--- src/rtl/pong_match_ctrl.sv ---
// Pong match sequencer: start/serve/rally/point/game-over flow, score keeping
// and the ball-step tick divider that only runs during a rally.
module pong_match_ctrl #(
  parameter int WIN_SCORE = 7,
  parameter int TICK_DIV  = 12500000
) (
  input  logic       clk,
  input  logic       ireset,
  input  logic       istart,
  input  logic       iserved,
  input  logic       lpoint,
  input  logic       rpoint,
  output logic       lsrv_en,
  output logic       rsrv_en,
  output logic       tick,
  output logic [3:0] lscore,
  output logic [3:0] rscore,
  output logic       lwin,
  output logic       rwin,
  output logic [2:0] mstate
);

  localparam int              CW        = $clog2(TICK_DIV);
  localparam logic [CW-1:0]   TICK_LAST = CW'(TICK_DIV - 1);
  localparam logic [3:0]      WIN       = 4'(WIN_SCORE);

  typedef enum logic [2:0] {
    M_IDLE  = 3'd0,
    M_SRVL  = 3'd1,
    M_SRVR  = 3'd2,
    M_RALLY = 3'd3,
    M_POINT = 3'd4,
    M_OVER  = 3'd5
  } state_t;

  state_t        state_q, state_d;
  logic [CW-1:0] cnt_q, cnt_d;
  logic [3:0]    lscore_q, lscore_d;
  logic [3:0]    rscore_q, rscore_d;
  logic          lwin_q, lwin_d;
  logic          rwin_q, rwin_d;
  logic          last_left_q, last_left_d;
  logic          start_q;
  logic          start_ev;

  // Button is active low: an event is the high-to-low transition only.
  assign start_ev = start_q & ~istart;

  always_comb begin
    state_d     = state_q;
    cnt_d       = '0;
    lscore_d    = lscore_q;
    rscore_d    = rscore_q;
    lwin_d      = lwin_q;
    rwin_d      = rwin_q;
    last_left_d = last_left_q;
    case (state_q)
      M_IDLE, M_OVER: begin
        if (start_ev) begin
          lscore_d = '0;
          rscore_d = '0;
          lwin_d   = 1'b0;
          rwin_d   = 1'b0;
          state_d  = M_SRVL;
        end
      end
      M_SRVL, M_SRVR: begin
        if (iserved) state_d = M_RALLY;
      end
      M_RALLY: begin
        cnt_d = (cnt_q == TICK_LAST) ? '0 : cnt_q + CW'(1);
        if (lpoint) begin
          if (lscore_q < WIN) lscore_d = lscore_q + 4'd1;
          last_left_d = 1'b1;
          state_d     = M_POINT;
        end else if (rpoint) begin
          if (rscore_q < WIN) rscore_d = rscore_q + 4'd1;
          last_left_d = 1'b0;
          state_d     = M_POINT;
        end
      end
      M_POINT: begin
        if (lscore_q == WIN) begin
          lwin_d  = 1'b1;
          state_d = M_OVER;
        end else if (rscore_q == WIN) begin
          rwin_d  = 1'b1;
          state_d = M_OVER;
        end else begin
          // The player who was just scored on gets the serve.
          state_d = last_left_q ? M_SRVR : M_SRVL;
        end
      end
      default: state_d = M_IDLE;
    endcase
  end

  always_ff @(posedge clk) begin
    if (ireset) begin
      state_q     <= M_IDLE;
      cnt_q       <= '0;
      lscore_q    <= '0;
      rscore_q    <= '0;
      lwin_q      <= 1'b0;
      rwin_q      <= 1'b0;
      last_left_q <= 1'b0;
      start_q     <= 1'b1;
    end else begin
      state_q     <= state_d;
      cnt_q       <= cnt_d;
      lscore_q    <= lscore_d;
      rscore_q    <= rscore_d;
      lwin_q      <= lwin_d;
      rwin_q      <= rwin_d;
      last_left_q <= last_left_d;
      start_q     <= istart;
    end
  end

  assign lsrv_en = (state_q == M_SRVL);
  assign rsrv_en = (state_q == M_SRVR);
  assign tick    = (state_q == M_RALLY) && (cnt_q == TICK_LAST);
  assign lscore  = lscore_q;
  assign rscore  = rscore_q;
  assign lwin    = lwin_q;
  assign rwin    = rwin_q;
  assign mstate  = state_q;

endmodule

--- config.mk ---
export PLATFORM = sky130hd
export DESIGN_NAME = pong_match_ctrl
export DESIGN_NICKNAME = d
export VERILOG_FILES = /design/src/rtl/pong_match_ctrl.sv
export SDC_FILE = /design/constraint.sdc
export NUM_CORES = 1
export LEC_CHECK = 0
export ABC_CLOCK_PERIOD_IN_PS = 1800
export CORE_ASPECT_RATIO = 0.8
export CORE_MARGIN = 3
export CORE_UTILIZATION = 50
export DETAILED_ROUTE_END_ITERATION = 10
export MAX_ROUTING_LAYER = met4
export PLACE_DENSITY = 0.86
export SLEW_MARGIN = 20
export SYNTH_ARGS = -nofsm -noshare
export SYNTH_HDL_FRONTEND = slang
export SYNTH_SLANG_ARGS = --single-unit
--- constraint.sdc ---
create_clock -name clk -period 1.8 [get_ports clk]
set_clock_uncertainty 0.15 [all_clocks]
set_input_delay 0.27 -clock clk [delete_from_list [all_inputs] [get_ports clk]]
set_output_delay 0.27 -clock clk [all_outputs]
set_load 0.01 [all_outputs]
[Word-level counts from Yosys, hierarchy flattened]
Cells that the tools add are included.
Word-level totals
  flip-flop bits (word level): 39
  output and inout port bits: 16
  word-level logic and storage cells: 73
  input bits: 6
Operators by class
  bitwise operators: 3
  reductions and logical operators: 14
  muxes and demuxes: 24
  $add $sub $neg: 3
  $lt $le $gt $ge: 2
  eq/ne operators: 19
Operators with widths (number)
  adder 24 x 1 -> 24 bit, second input constant: 1
  == test 24 bit, second input constant: 1
  2-to-1 mux 4 bit: 6
  != test 2 bit, second input constant: 10
  2-to-1 mux 3 bit: 6
  case mux 4 bit (2 select lines): 2
  case mux 3 bit (4 select lines): 1
  adder 4 x 1 -> 4 bit, second input constant: 2
  == test 4 x 3 -> 1 bit, second input constant: 2
  less-than comparator 4 x 3 -> 1 bit, second input constant: 2
  AND reduction 4 bit: 2
  == test 3 x 2 -> 1 bit, second input constant: 2
  == test 3 bit, second input constant: 2
  2-to-1 mux 1 bit: 6
  AND reduction 3 bit: 2
  nonzero test 2 bit: 3
  AND reduction 5 bit: 1
  case mux 1 bit (2 select lines): 2
  OR reduction 2 bit: 2
  == test 3 x 1 -> 1 bit, second input constant: 1
  zero test 3 bit: 1
  != test 3 bit, second input constant: 1
  OR reduction 3 bit: 1
  2-to-1 mux 2 bit: 1
  other kinds (4): 5

[Depth between registers and ports, before layout]
  depth after elaboration: 5
  gate-level depth with buffers: 6
  mapped depth without buffers: 5

[Least setup slack after synthesis]
Ideal clock, no wire load.
  path kind: flip-flop to flip-flop
  start point: reg cnt_q[0]
  end point: reg cnt_q[12]
  setup slack: -62 ps
  stages on the path, launching flop included: 7
  library setup time: 118 ps
  arrival: 1595 ps
  cell sequence: dfxtp_1 > ha_1 > and4_1 > nand2_1 > o31ai_2 > buf_2 > nor2_1
On the way
  word-level cells in the longest chain between the ends: 2
RTL lines
  start: declaration: line 37  | logic [CW-1:0] cnt_q, cnt_d;
  start signal: assignment: line 110  | cnt_q <= cnt_d;
  branches (longest 2 deep; another with adder 24 x 1 -> 24 bit)
Parallel ways; which one is timed is not known.
A chain may end at the register's enable or synchronous reset.

[Worst setup path in the final report]
  start point: reg cnt_q[0]
  end point: reg cnt_q[20]
Same word-level chain as after synthesis.

==> out/results.ini <==
[worst_setup_path]
startpoint_type = register
rrSetupSlack_ns = -0.13
critPathCaptureType = register
crit_buf_inv = 2
ff2ff_path_depth = 7
max_stage_delay_ns = 0.47
crit_chain = ha_4, and4_4, buf_6, nand4_1, buf_6, or4_4, a21oi_2
cp.arrival_ns = 2.01
crit_fanout = 7
worstPathRequired_ns = 1.88
timing.rr.start = cnt_q[0]$_SDFF_PP0_
r2r_end = cnt_q[20]$_SDFF_PP0_
critical-path-top-delay-family = simple AND/OR/NAND/NOR gates
crit_path_top_delay_cell = or4_4
crit_top_cell = buf_6
path_class = reg2reg

[power]
p_seq_frac = 0.488
switchingPower_uw = 537.7
power_density_nw_per_um2 = 698.2
p_leak_uw = 0.001005
finalPower_uw = 1852
peakVddDrop_v = 0.0006588
p_comb_frac = 0.200
power.internal_uw = 1314
sw_frac_of_total = 0.2903
power.share.clock = 0.312

[clocking]
clkSinkCount = 39
cts_buffer_depth = 2
cts_tree = built
clkLatencyLatePin_ns = 0.30
cts_hold_buf = 0
cts-buffers-inserted = 5
cts.clk_slew.worst_paths_ns = 0.07
htree_levels = 2
clock-root-buffer = clkbuf_8

[logic_synthesis]
netlist-cell-type-count = 47
postSynthCellCount = 223
synth_seq_cells = 39
synth_nets = 232
yosys.area.top_type_share = 0.4086
mappedNetlistArea_um2 = 1911
ys.flop_type = dfxtp_1
synth.area.top_cells = dfxtp_1 41%, a21oi_1 5.8%, xor2_1 4.6%, nor2_1 4.1%, nand3_1 3.9%
synth_edf_count = 0
synthArstFlopShare = 0
yosys_warnings = 0
syn_area_per_cell_um2 = 8.568
synth_top_area_cell = dfxtp_1
ys_seq_area_frac = 0.4086

[global_route]
grt_pass1_vias = 1692
grt_pass1_wl_um = 7866
grt_max_degree = 19
antenna_found_initial = 0
grt.overflow.total = 0
grt.total_usage = 0.2401

[drt]
drt-met1-wl_um = 2366
drt_first_pass_iters = 4
routed-wl-met2_um = 2435
dr_total_vias = 1922
first_iter_violations = 124
routed_wl_um = 5107
antenna_left = 0
route.detailed.drc = 0
highest_layer = met4
met3WireLength_um = 274
via_per_inst = 5.842
wire_per_inst_um = 15.52

[sta]
setup_ws_ns = -0.1276
max_freq_mhz = 518.8
drv_slew = 0
period_share = 1.071
max_slew_margin = 0.7128
fin_crit_ns = 1.928
hold_viol_final = 0
setup_violations = 6
finalSetupTns_ns = -0.4525
grt_setup_unrepaired = true
worst_pin_slew_ns = 0.4299

[floorplanning]
initial_utilization = 0.5394
die_h_um = 61.29
die_area_um2 = 4603
die_x_um = 75.11
core-area_um2 = 3542
ios = 22
std_cell_rows = 19

[min_path]
hold_start = lwin$_SDFFE_PP0P_
whs_endpoint = lwin$_SDFFE_PP0P_
hold_class = reg2reg
min_path_cells = 2

[placed_design]
dp_hpwl_um = 3208
place_area_um2 = 2434
port_buffers = 21
place_ws_ns = -0.3009
dp.cells = 313
place_congestion = 0.8629

[cells_and_area]
drive_gt1_frac = 0.2927
stdcell_area_um2 = 2653
nets = 295
layout.cells.non_filler = 329
diodes = 0
synthToLayoutAreaGrowth_pct = 38.83

[run]
cap_violations = 0

[outcome]
violations = setup timing
status = finished, violations left

## worst max-delay path by stage
stage | depth (start not counted) | slack, ns | end | from
final | 7 | -0.13 | cnt_q[20]$_SDFF_PP0_ | cnt_q[0]$_SDFF_PP0_
after global routing | 7 | -0.17 | cnt_q[20]$_SDFF_PP0_ | cnt_q[0]$_SDFF_PP0_
after CTS | 4 | -0.12 | tick | cnt_q[8]$_SDFF_PP0_
after detailed placement | 5 | -0.30 | tick | cnt_q[1]$_SDFF_PP0_
after global placement | 5 | -0.26 | tick | cnt_q[1]$_SDFF_PP0_
after floorplan | 6 | 0.009 | cnt_q[18]$_SDFF_PP0_ | cnt_q[1]$_SDFF_PP0_
## layout by cell type (no fill, tap or decap), types with 3 or more instances in the layout
master / instances
o31ai_1: 6
a21oi_2: 4
or3_1: 5
nand2_1: 14
o21ai_0: 10
or4_4: 4
nand2b_1: 4
buf_4: 38
a21oi_1: 19
buf_6: 6
inv_1: 5
clkdlybuf4s50_1: 15
dfxtp_1: 33
nand3b_1: 3
nor2_1: 21
nand4_1: 9
clkbuf_8: 5
nor3_1: 4
nand3_1: 15
clkinv_2: 3
xnor2_1: 3
xor2_1: 10
dfxtp_2: 6
## synth_stat cells, types with 2 or more instances
cell and number:
dfxtp_1 39, a21oi_1 22, nor2_1 21, nand3_1 15
nand2_1 14, o21ai_0 10, xor2_1 10, nand4_1 9
o31ai_1 7, clkbuf_1 6, or3_1 6, inv_1 5
or4_1 5, nand2b_1 4, nor3_1 4, buf_2 3
ha_1 3, nand3b_1 3, xnor2_1 3, a31oi_1 2
and3_4 2, and3b_1 2, and4_1 2, nand4b_1 2
nor3b_1 2
## registers in the layout, summed over array words and instances, names as in the netlist
register and count:
cnt_q 24, last_left_q 1, lscore 4, lwin 1, mstate 3, rscore 4
rwin 1, start_q 1
## per-stage QoR
| step | utilization | hold WS [ns] |
|---|---|---|
| 5_1_grt | 0.7489 | 0.3406 |
| 3_3_place_gp | 0.6870 | 0.2956 |
| 4_1_cts | 0.7277 | 0.3096 |
| 2_1_floorplan | - | 0.2266 |
| 3_5_place_dp | 0.6870 | 0.3007 |
| 6_report | 0.7489 | 0.3108 |
## worst min-delay path, cell delays in order, from the launching register on
cell     delay (ns)
dfxtp_1        0.31
nand2_1        0.05
a21oi_1        0.05
## power groups by stage
stage / Sequential [uW] / Combinational, uW / Clock, uW
after CTS: 901 / 361 / 587
after floorplan: 933 / 209 / 0
after global routing: 909 / 404 / 621
after detailed placement: 921 / 377 / 0
after global placement: 920 / 375 / 0
final: 904 / 370 / 577
## repair_timing
action                     4_1_cts  5_1_grt
gates cloned                     1        0
gates resized for setup         18       14
setup endpoints to repair       22       20
pin swaps                        9        6
buffers inserted                 1        6
## final cells by class
class,instances,area (um^2)
multi-input combinational,169,1134
clock inverter,3,15.01
sequential,39,788.3
timing repair buffer,66,575.6
tap,42,52.55
inverter,5,18.77
clock buffer,5,68.82
fill,242,889.6
## logic make-up after synthesis
| kind of cell | after synthesis | share of synthesized area |
|---|---|---|
| XOR/XNOR | 13 | 0.05959 |
| AND/OR/NAND/NOR | 101 | 0.3085 |
| AO/OA/AOI/OAI | 50 | 0.1611 |
| adder cells (fa/ha/maj) | 3 | 0.01965 |
| flip-flops | 39 | 0.4086 |
| multiplexers | 1 | 0.005239 |
| buffers and inverters | 16 | 0.03732 |
## metal layers
metal / vias up / global-route usage
li1: 943 / -
met1: 923 / 0.3106
met2: 52 / 0.3685
met3: 4 / 0.06852
met4: 0 / 0.06599
met5: - / -
(Power assumes the default switching activity.)
